## src/rtl/iob_axi_read_responder_pkg.sv

```systemverilog
`default_nettype none
// ============================================================================
// Module      : iob_axi_read_responder_pkg
// Description : Shared encodings for the AXI4 read responder: burst types,
//               read response codes, FSM state encodings and the burst
//               legality check applied when a request is accepted.
// Revision    : 1.0 - initial release
// ============================================================================
package iob_axi_read_responder_pkg;

    // AXI burst encodings
    localparam logic [1:0] c_burst_fixed = 2'b00;
    localparam logic [1:0] c_burst_incr  = 2'b01;
    localparam logic [1:0] c_burst_wrap  = 2'b10;
    localparam logic [1:0] c_burst_rsvd  = 2'b11;

    // AXI read response codes
    localparam logic [1:0] c_resp_okay   = 2'b00;
    localparam logic [1:0] c_resp_slverr = 2'b10;

    // Responder FSM states
    localparam logic [1:0] c_state_idle  = 2'd0;
    localparam logic [1:0] c_state_issue = 2'd1;
    localparam logic [1:0] c_state_drain = 2'd2;

    // A burst is unserviceable when its beat is wider than the data bus or
    // when it asks for WRAP / the reserved encoding; every beat then errors.
    function automatic logic burst_is_bad(input logic [2:0] size,
                                          input logic [1:0] burst,
                                          input int         nbytes_w);
        return (int'(size) > nbytes_w) ||
               (burst == c_burst_wrap) || (burst == c_burst_rsvd);
    endfunction

    // Only INCR advances the address; FIXED holds it.
    function automatic logic burst_advances(input logic [1:0] burst);
        return (burst == c_burst_incr) && (burst != c_burst_fixed);
    endfunction

endpackage
`default_nettype wire

```

## src/rtl/iob_axi_rd_skid_fifo.sv

```systemverilog
`default_nettype none
// ============================================================================
// Module      : iob_axi_rd_skid_fifo
// Description : Two-entry FIFO holding R-channel beats {rdata, rresp, rlast}.
//               Head entry is presented combinationally on data_o.
// Ports       : clk_i, reset_i (async, active-high)
//               push_i/data_i  - write one entry
//               pop_i          - retire the head entry
//               data_o         - head entry
//               count_o        - number of valid entries (0..2)
// Revision    : 1.0 - initial release
// ============================================================================
module iob_axi_rd_skid_fifo
    import iob_axi_read_responder_pkg::*;
#(
    parameter int WIDTH = 35
) (
    input  logic             clk_i,
    input  logic             reset_i,
    input  logic             push_i,
    input  logic [WIDTH-1:0] data_i,
    input  logic             pop_i,
    output logic [WIDTH-1:0] data_o,
    output logic [1:0]       count_o
);

    logic [WIDTH-1:0] r_entry [2];
    logic             r_wr_ptr;
    logic             r_rd_ptr;
    logic [1:0]       r_count;
    logic             w_do_push;
    logic             w_do_pop;

    // Guards keep the pointers coherent even if a caller misbehaves.
    assign w_do_pop  = pop_i  && (r_count != 2'd0);
    assign w_do_push = push_i && ((r_count != 2'd2) || w_do_pop);

    always_ff @(posedge clk_i or posedge reset_i) begin
        if (reset_i) begin
            r_entry[0] <= '0;
            r_entry[1] <= '0;
            r_wr_ptr   <= 1'b0;
            r_rd_ptr   <= 1'b0;
            r_count    <= 2'd0;
        end else begin
            if (w_do_push) begin
                r_entry[r_wr_ptr] <= data_i;
                r_wr_ptr          <= ~r_wr_ptr;
            end
            if (w_do_pop) begin
                r_rd_ptr <= ~r_rd_ptr;
            end
            r_count <= r_count + {1'b0, w_do_push} - {1'b0, w_do_pop};
        end
    end

    assign data_o  = r_entry[r_rd_ptr];
    assign count_o = r_count;

endmodule
`default_nettype wire

```

## src/rtl/iob_axi_read_responder.sv

```systemverilog
`default_nettype none
// ============================================================================
// Module      : iob_axi_read_responder
// Description : AXI4 read-channel subordinate serving one AR/R burst at a
//               time from a single-port synchronous RAM (1-cycle latency).
//               A two-entry output FIFO keeps full throughput under R
//               back-pressure; issue is throttled by a credit check.
// Ports       : clk_i, reset_i (async, active-high)
//               axi_ar*  - read address channel (id/addr/len/size/burst)
//               axi_r*   - read data channel
//               mem_en_o / mem_addr_o / mem_rdata_i - RAM read port
// Revision    : 1.0 - initial release
// ============================================================================
module iob_axi_read_responder
    import iob_axi_read_responder_pkg::*;
#(
    parameter int AXI_ID_W   = 1,
    parameter int AXI_ADDR_W = 24,
    parameter int AXI_DATA_W = 32,
    parameter int AXI_LEN_W  = 8,
    parameter int MEM_ADDR_W = 16
) (
    input  logic                  clk_i,
    input  logic                  reset_i,
    input  logic [AXI_ID_W-1:0]   axi_arid_i,
    input  logic [AXI_ADDR_W-1:0] axi_araddr_i,
    input  logic [AXI_LEN_W-1:0]  axi_arlen_i,
    input  logic [2:0]            axi_arsize_i,
    input  logic [1:0]            axi_arburst_i,
    input  logic                  axi_arvalid_i,
    output logic                  axi_arready_o,
    output logic [AXI_ID_W-1:0]   axi_rid_o,
    output logic [AXI_DATA_W-1:0] axi_rdata_o,
    output logic [1:0]            axi_rresp_o,
    output logic                  axi_rlast_o,
    output logic                  axi_rvalid_o,
    input  logic                  axi_rready_i,
    output logic                  mem_en_o,
    output logic [MEM_ADDR_W-1:0] mem_addr_o,
    input  logic [AXI_DATA_W-1:0] mem_rdata_i
);

    localparam int c_nbytes_w = $clog2(AXI_DATA_W / 8);
    localparam int c_map_w    = MEM_ADDR_W + c_nbytes_w;
    localparam int c_entry_w  = AXI_DATA_W + 3;

    logic [1:0]            r_state;
    logic [1:0]            w_state_next;
    logic                  r_arready;
    logic [AXI_ID_W-1:0]   r_id;
    logic [AXI_ADDR_W-1:0] r_addr;
    logic [AXI_LEN_W-1:0]  r_beats_left;
    logic [2:0]            r_size;
    logic [1:0]            r_burst;
    logic                  r_bad;
    logic                  r_pipe_valid;
    logic                  r_pipe_err;
    logic                  r_pipe_last;

    logic [1:0]            w_fifo_count;
    logic [c_entry_w-1:0]  w_fifo_in;
    logic [c_entry_w-1:0]  w_fifo_head;
    logic                  w_ar_fire;
    logic                  w_pop;
    logic [2:0]            w_occupancy;
    logic                  w_credit;
    logic                  w_issue;
    logic                  w_in_range;
    logic                  w_beat_ok;
    logic                  w_drain_done;
    logic [AXI_ADDR_W-1:0] w_addr_step;

    assign w_ar_fire    = axi_arvalid_i & r_arready;
    assign axi_rvalid_o = (w_fifo_count != 2'd0);
    assign w_pop        = axi_rvalid_o & axi_rready_i;

    // Entries that will occupy the FIFO after this edge; a new issue is only
    // allowed if it leaves room for itself two cycles from now.
    assign w_occupancy = {1'b0, w_fifo_count} + {2'b00, r_pipe_valid} - {2'b00, w_pop};
    assign w_credit    = (w_occupancy < 3'd2);
    assign w_issue     = (r_state == c_state_issue) && w_credit;

    generate
        if (AXI_ADDR_W > c_map_w) begin : g_range_check
            assign w_in_range = ~|r_addr[AXI_ADDR_W-1:c_map_w];
            assign mem_addr_o = r_addr[c_map_w-1:c_nbytes_w];
        end else begin : g_full_map
            assign w_in_range = 1'b1;
            assign mem_addr_o = MEM_ADDR_W'(r_addr >> c_nbytes_w);
        end
    endgenerate

    assign w_beat_ok   = w_in_range & ~r_bad;
    assign mem_en_o    = w_issue & w_beat_ok;
    assign w_addr_step = AXI_ADDR_W'(1) << r_size;

    // Burst complete once the FIFO empties on this edge and no RAM read
    // is still waiting to be captured.
    assign w_drain_done = ~r_pipe_valid && (w_fifo_count == {1'b0, w_pop});

    always_comb begin
        w_state_next = r_state;
        case (r_state)
            c_state_idle:  if (w_ar_fire) w_state_next = c_state_issue;
            c_state_issue: if (w_issue && (r_beats_left == '0)) w_state_next = c_state_drain;
            c_state_drain: if (w_drain_done) w_state_next = c_state_idle;
            default:       w_state_next = c_state_idle;
        endcase
    end

    always_ff @(posedge clk_i or posedge reset_i) begin
        if (reset_i) begin
            r_state      <= c_state_idle;
            r_arready    <= 1'b0;
            r_id         <= '0;
            r_addr       <= '0;
            r_beats_left <= '0;
            r_size       <= '0;
            r_burst      <= '0;
            r_bad        <= 1'b0;
            r_pipe_valid <= 1'b0;
            r_pipe_err   <= 1'b0;
            r_pipe_last  <= 1'b0;
        end else begin
            r_state   <= w_state_next;
            r_arready <= (w_state_next == c_state_idle);
            if (w_ar_fire) begin
                r_id         <= axi_arid_i;
                r_addr       <= axi_araddr_i;
                r_beats_left <= axi_arlen_i;
                r_size       <= axi_arsize_i;
                r_burst      <= axi_arburst_i;
                r_bad        <= burst_is_bad(axi_arsize_i, axi_arburst_i, c_nbytes_w);
            end else if (w_issue) begin
                r_beats_left <= r_beats_left - 1'b1;
                if (burst_advances(r_burst)) begin
                    r_addr <= r_addr + w_addr_step;
                end
            end
            // Pipe stage lines up with the RAM's registered read data.
            r_pipe_valid <= w_issue;
            r_pipe_err   <= ~w_beat_ok;
            r_pipe_last  <= (r_beats_left == '0);
        end
    end

    assign w_fifo_in = {r_pipe_err ? {AXI_DATA_W{1'b0}} : mem_rdata_i,
                        r_pipe_err ? c_resp_slverr : c_resp_okay,
                        r_pipe_last};

    iob_axi_rd_skid_fifo #(
        .WIDTH (c_entry_w)
    ) u_skid_fifo (
        .clk_i   (clk_i),
        .reset_i (reset_i),
        .push_i  (r_pipe_valid),
        .data_i  (w_fifo_in),
        .pop_i   (w_pop),
        .data_o  (w_fifo_head),
        .count_o (w_fifo_count)
    );

    assign axi_arready_o = r_arready;
    assign axi_rid_o     = r_id;
    assign axi_rdata_o   = w_fifo_head[c_entry_w-1:3];
    assign axi_rresp_o   = w_fifo_head[2:1];
    assign axi_rlast_o   = w_fifo_head[0];

endmodule
`default_nettype wire

```

## config.mk

```make
export PLATFORM = sky130hd
export DESIGN_NAME = iob_axi_read_responder
export DESIGN_NICKNAME = d
export VERILOG_FILES = /design/src/rtl/iob_axi_read_responder_pkg.sv /design/src/rtl/iob_axi_rd_skid_fifo.sv /design/src/rtl/iob_axi_read_responder.sv
export SDC_FILE = /design/constraint.sdc
export NUM_CORES = 1
export LEC_CHECK = 0
export CELL_PAD_IN_SITES_DETAIL_PLACEMENT = 1
export CELL_PAD_IN_SITES_GLOBAL_PLACEMENT = 1
export CORE_MARGIN = 3
export CORE_UTILIZATION = 43
export CTS_BUF_LIST = sky130_fd_sc_hd__clkbuf_8
export DETAILED_ROUTE_END_ITERATION = 10
export GPL_TIMING_DRIVEN = 0
export PLACE_DENSITY = 0.89
export REMOVE_ABC_BUFFERS = 1
export SLEW_MARGIN = 20
export SYNTH_ARGS = -nofsm -noshare
export SYNTH_HDL_FRONTEND = slang
export SYNTH_SLANG_ARGS = --single-unit
```

## constraint.sdc

```tcl
create_clock -name clk_i -period 7.34 [get_ports clk_i]
set_input_delay 1.468 -clock clk_i [delete_from_list [all_inputs] [get_ports clk_i]]
set_output_delay 1.468 -clock clk_i [all_outputs]
set_load 0.02 [all_outputs]
```

==> results of run 1 <==
## cell families (layout without fill, tap and decap cells)
family / Yosys count / in the layout / share of synthesized area
multiplexers: 38 / 38 / 0.07168
AND/OR/NAND/NOR: 229 / 229 / 0.1857
flip-flops: 117 / 117 / 0.4905
other: 1 / 1 / 0.0006282
buffers and inverters: 61 / 169 / 0.05303
XOR/XNOR: 30 / 30 / 0.04527
adder cells (fa/ha/maj): 14 / 14 / 0.03186
AO/OA/AOI/OAI: 130 / 130 / 0.1214
## routing by layer
layer  vias up  part of all wire
met5         -                 0
met4         0            0.0099
met3        16             0.066
met2       125              0.49
met1      2354              0.43
li1       2281                 -
## critical path, stage by stage
cell,delay [ns]
clkdlybuf4s50_1,0.49
and2_1,0.17
ha_1,0.23
inv_1,0.09
nand2_1,0.07
fa_1,0.41
xnor2_2,0.20
nand4b_4,0.21
nor2_1,0.22
clkdlybuf4s50_1,0.64
## sequential cells by signal, indices dropped and copies added (netlist names), 2 cells and up
register             count
r_size                   3
r_beats_left             8
u_skid_fifo.count_o      2
r_burst                  2
r_addr                  24
r_state                  2
u_skid_fifo.r_entry     68
## synthesized netlist by cell type (all sizes together) (2+ instances only)
master	n	share of area
buf	28	0.032
o31ai	2	0.0025
xnor2	18	0.028
ha	12	0.025
nand2b	34	0.036
nand4	3	0.0031
and3	7	0.0073
a211oi	10	0.013
and3b	2	0.0029
and4	2	0.0034
dfrtp	117	0.49
xor2	12	0.018
inv	9	0.0057
o21bai	2	0.0025
and2	2	0.0021
fa	2	0.0067
or4	3	0.0044
nor3	5	0.0050
nand3	12	0.011
a31oi	8	0.0084
o21ai	91	0.076
nor3b	4	0.0059
nand2	129	0.082
a21o	4	0.0050
mux2	38	0.072
nor2	18	0.011
clkbuf	24	0.015
a21oi	8	0.0067
or3	3	0.0031
## final cells by class
type	instances	area (sq um)
Sequential cell	117	2930
Multi-Input combinational cell	442	2731
Tap cell	176	220.2
Clock inverter	9	43.79
Inverter	9	38.79
Clock buffer	19	261.5
Timing Repair Buffer	132	1401
Fill cell	1508	5773
## power groups by stage
stage | clock network (mW) | logic [mW] | registers [mW]
3_3_place_gp | 0 | 0.910 | 0.993
4_1_cts | 0.490 | 1.04 | 0.968
2_1_floorplan | 0 | 0.580 | 1.01
6_report | 0.480 | 1.03 | 0.969
3_5_place_dp | 0 | 1.03 | 0.977
5_1_grt | 0.522 | 1.13 | 0.993
## through the flow
step	util	power, mW	hold WS [ns]	setup WS (ns)
2_1_floorplan	-	1.586	0.4444	2.764
3_3_place_gp	0.5357	1.902	0.4566	1.181
3_5_place_dp	0.5463	2.012	0.4666	1.664
4_1_cts	0.5691	2.500	0.4829	1.619
5_1_grt	0.5692	2.649	0.5031	1.476
6_report	0.5692	2.479	0.4773	1.670
## worst min-delay path by stage
stage | from | to | depth (start not counted)
final | u_skid_fifo.r_entry[50]$_DFFE_PP0P_ | u_skid_fifo.r_entry[50]$_DFFE_PP0P_ | 2
after global routing | u_skid_fifo.r_entry[47]$_DFFE_PP0P_ | u_skid_fifo.r_entry[47]$_DFFE_PP0P_ | 2
after CTS | u_skid_fifo.r_entry[9]$_DFFE_PP0P_ | u_skid_fifo.r_entry[9]$_DFFE_PP0P_ | 2
after detailed placement | u_skid_fifo.r_entry[9]$_DFFE_PP0P_ | u_skid_fifo.r_entry[9]$_DFFE_PP0P_ | 2
after global placement | u_skid_fifo.r_entry[31]$_DFFE_PP0P_ | u_skid_fifo.r_entry[31]$_DFFE_PP0P_ | 2
after floorplan | u_skid_fifo.r_entry[10]$_DFFE_PP0P_ | u_skid_fifo.r_entry[10]$_DFFE_PP0P_ | 2
==> results.txt, run 1 <==
total track usage -> 0.2160
Resized cells post-CTS -> 0
num ports -> 129
Final Cycle Share -> 0.7725
Register-to-Register Path Depth -> 13
unrepaired setup endpoints after global routing -> false
worst hold path class -> reg2reg
clock root cell -> clkbuf_8
clock power share -> 0.194
switching power -> 0.9726 mW
Core ar. -> 13400 sq um
sw frac -> 0.3923
crit path capture -> mem_en_o
via count -> 4776
Crit path arrival time -> 4.20 ns
worst relative slew slack -> 0.3933
Clock transition at path regs -> 0.06 ns
postcts setup bufs -> 0
Slew Limit Fails -> 0
ANT nets after route -> 0
Crit. End Element -> output pin
status -> completed
setup_tns -> 0 ns
part of the power in registers -> 0.391
final setup fails -> 0
die area -> 15330 sq um
initial antenna violation count -> 0
number of global-route vias before repair -> 5310
Pleak -> 3.239 nW
fmax -> 176.4 MHz
initial detailed-routing violation count -> 207
WL per Instance -> 17.57 microns
Gate power share -> 0.415
CP startpoint kind -> input port
final hold vios -> 0
number of max-cap violations -> 0
Critical Path RT -> 5.87 ns
GR peak layer -> met2
Pint -> 1.507 mW
#FFs+latches synth -> 117
Clock Latency Late Sink -> 0.44 ns
post-route cell area -> 7627 sq um
dpl cells -> 876
Vias/cell -> 5.283
Crit Path Class -> in2out
P&R area growth vs syn -> 27.77%
reg2reg end -> r_addr[20]$_DFFE_PP0P_
Yosys cell types -> 52
Port Buffers -> 127
Max H-tree Level -> 4
Bufs on Longest Clock Path -> 2
initial core utilization -> 0.4455
Cell Area, Synth -> 5969 sq um
Setup crit start -> axi_rready_i
Synth Warn # -> 0
drt first pass iters -> 4
Async S/R FF share, synth -> 1.000
Post-Syn Instances -> 620
commonest cells after routing, fill and taps aside -> 127 x nand2_1, 127 x clkdlybuf4s50_1, 115 x dfrtp_1
met2 Track Usage GR -> 0.3772
Post-synth EDFFs -> 0
register area share after synthesis -> 0.4905
Layout Skew -> 0.01984 ns
grt total ovfl -> 0
Max VDD drop -> 0.1674 mV
clock sinks -> 117
share of layout cells above drive strength 1 -> 0.1181
met3 usage -> 0.07221
DRC -> 0
largest net degree at the start of global routing -> 60
Slew @ Worst Pin -> 0.9060 ns
syn avg cell area -> 9.628 sq um
Die H -> 123.8 microns
Power Density -> 325.0 nW/um^2
hold buffer count at cts -> 0
Die W -> 123.8 microns
first-pass GRT wire length -> 25810 microns
Final Critical Period -> 5.670 ns
CTS buffer count -> 17
fin nets -> 807
Routed WL -> 15880 microns
met1 usage -> 0.2505
R2R Setup Slk -> 3.52 ns
dpl hpwl -> 11260 microns
final cell count without fillers -> 904
antenna cells -> 0
Critical R2R Launch -> u_skid_fifo.count_o[1]$_DFF_PP0_
Synth Flop Type -> dfrtp_1
gpl congestion -> 0.7979
CTS tree -> done
row count -> 42
Post-Place Cell Area -> 7321 sq um
Crit Path Max Fanout -> 8
No activity file was read; power rests on OpenSTA's default activity.
==> run 2, diff against run 1 <==
Settings changed: CORE_UTILIZATION 43 to 40, PLACE_DENSITY 0.89 to 0.83.
Clock period 7.34 ns to 5.28 ns, I/O delays scaled along.
==> run 2 against run 1 <==
Cell area increased by 1.9%. Worst setup slack got worse by 1.1 ns. Wire length decreased by 1.6%. Sequential share of layout area decreased by 0.72 points. Clock power increased by 90%. First-iteration DRC count decreased by 14%. Sequential power increased by 39%. Final cell count increased by 1.3%. Utilization decreased by 3.6 points.
==> results.txt, run 2 (synthesized netlist as in run 1, its figures left out) <==
status -> completed
Layout Skew -> 0.008934 ns
clock root cell -> clkbuf_8
total track usage -> 0.1941
number of max-cap violations -> 0
dpl cells -> 884
final hold slack -> 0.4796 ns
Layout fillers -> 1619
Slew Limit Fails -> 0
initial antenna violation count -> 0
switching power -> 1.369 mW
final setup fails -> 0
Pleak -> 3.280 nW
fin nets -> 807
Crit Path Max Fanout -> 8
WL per Instance -> 17.06 microns
Gate power share -> 0.385
post-route cell area -> 7772 sq um
Resized cells post-CTS -> 0
hold buffer count at cts -> 0
gpl congestion -> 0.7874
critical path depth in cells -> 10
Top Registers -> u_skid_fifo.r_entry (68), r_addr (24), r_beats_left (8)
most used cell, CP -> clkdlybuf4s50_1
CTS tree -> done
Clock transition at path regs -> 0.07 ns
first-pass GRT wire length -> 25650 microns
Power Density -> 472.4 nW/um^2
unrepaired setup endpoints after global routing -> false
row count -> 44
hold path depth -> 2
drt first pass iters -> 4
antenna cells -> 0
Most flops, register -> u_skid_fifo.r_entry
Clock Latency Late Sink -> 0.44 ns
postcts setup bufs -> 0
CTS buffer count -> 17
Slew @ Worst Pin -> 0.9439 ns
final cell count without fillers -> 916
WP buf/inv -> 3
clock sinks -> 117
initial detailed-routing violation count -> 179
Critical Path RT -> 4.22 ns
final hold vios -> 0
commonest cells after routing, fill and taps aside -> 127 x nand2_1, 127 x clkdlybuf4s50_1, 115 x dfrtp_1
Max VDD drop -> 0.2610 mV
dpl hpwl -> 10910 microns
Max H-tree Level -> 4
P&R area growth vs syn -> 30.20%
CP cell instances -> clkdlybuf4s50_1 > and2_1 > ha_1 > inv_1 > nand2_1 > fa_1 > xnor2_2 > nand4b_4 > nor2_1 > clkdlybuf4s50_1
utilization after layout -> 0.5328
Post-Place Cell Area -> 7331 sq um
max reg flops -> 68
CP delay by family, top -> buffers and inverters
number of global-route vias before repair -> 5207
Final Critical Period -> 4.735 ns
num ports -> 129
Pint -> 2.302 mW
crit-path max cell delay -> 0.61 ns
Die H -> 128.2 microns
grt total ovfl -> 0
Vias/cell -> 5.179
largest net degree at the start of global routing -> 62
Routed WL -> 15620 microns
ANT nets after route -> 0
share of layout cells above drive strength 1 -> 0.1270
worst hold path class -> reg2reg
initial core utilization -> 0.4092
CP startpoint kind -> input port
Crit. End Element -> output pin
Die W -> 128.2 microns
clock power share -> 0.248
post-place setup slack -> 0.5105 ns
DRC -> 0
die area -> 16430 sq um
setup_tns -> 0 ns
via count -> 4744
sw frac -> 0.3729
Crit Path Class -> in2out
worst relative slew slack -> 0.3680
setup ws final -> 0.5453 ns
Crit path arrival time -> 3.68 ns
fmax -> 211.2 MHz
Register-to-Register Path Depth -> 13
Bufs on Longest Clock Path -> 2
Core ar. -> 14590 sq um
part of the power in registers -> 0.367
total power -> 3.672 mW
Final Cycle Share -> 0.8967
Port Buffers -> 127
Crit-path slowest cell -> clkdlybuf4s50_1
run 2: cell count changes in the layout (fill, tap and decap cells not counted), sizes merged:
cell / delta
clkinvlp: +3
bufinv: +4
clkinv: -1
inv: -2
run 2: per-layer routing:
layer / vias to the layer above / GRT usage / part of all wire
met4: 0 / 0.06055 / 0.015
met3: 20 / 0.03792 / 0.043
met5: - / 0 / 0
met1: 2322 / 0.2461 / 0.45
met2: 119 / 0.3346 / 0.50
li1: 2283 / - / -
run 2: cell type report:
| class | instances | area (sq um) | share of cell area |
|---|---|---|---|
| Sequential cell | 117 | 2930 | 0.3770 |
| Clock buffer | 19 | 261.5 | 0.03364 |
| Multi-Input combinational cell | 442 | 2731 | 0.3514 |
| Clock inverter | 13 | 178.9 | 0.02302 |
| Timing Repair Buffer | 132 | 1401 | 0.1803 |
| Inverter | 9 | 38.79 | 0.004990 |
| Tap cell | 184 | 230.2 | 0.02962 |
run 2: final timing paths:
check	from	slack [ns]	to
hold reg to reg	u_skid_fifo.r_entry[10]$_DFFE_PP0P_	0.48	u_skid_fifo.r_entry[10]$_DFFE_PP0P_
max in group asynchronous	reset_i	3.49	u_skid_fifo.r_entry[2]$_DFFE_PP0P_
min in group asynchronous	reset_i	1.06	u_skid_fifo.r_entry[61]$_DFFE_PP0P_
setup / recovery	axi_rready_i	0.55	mem_en_o
setup reg to reg	u_skid_fifo.count_o[1]$_DFF_PP0_	1.44	r_addr[20]$_DFFE_PP0P_
hold / removal	u_skid_fifo.r_entry[10]$_DFFE_PP0P_	0.48	u_skid_fifo.r_entry[10]$_DFFE_PP0P_
run 2: worst register-to-register path, stage by stage, from the launching register on:
cell and delay, ns:
dfrtp_1 0.46, inv_1 0.15, nand2_1 0.10, and2_1 0.19, ha_1 0.30, inv_1 0.10
nand2_1 0.07, fa_1 0.40, xnor2_2 0.18, nand4b_4 0.20, nor3b_2 0.81, nand3_2 0.22
or3_1 0.41, a31oi_1 0.16
run 2: power groups by stage:
stage / Combinational (mW) / Clock [mW] / Sequential [mW]
after floorplan: 0.806 / 0 / 1.40
after global placement: 1.26 / 0 / 1.38
after detailed placement: 1.42 / 0 / 1.36
after CTS: 1.43 / 0.935 / 1.35
after global routing: 1.57 / 0.972 / 1.38
final: 1.41 / 0.911 / 1.35
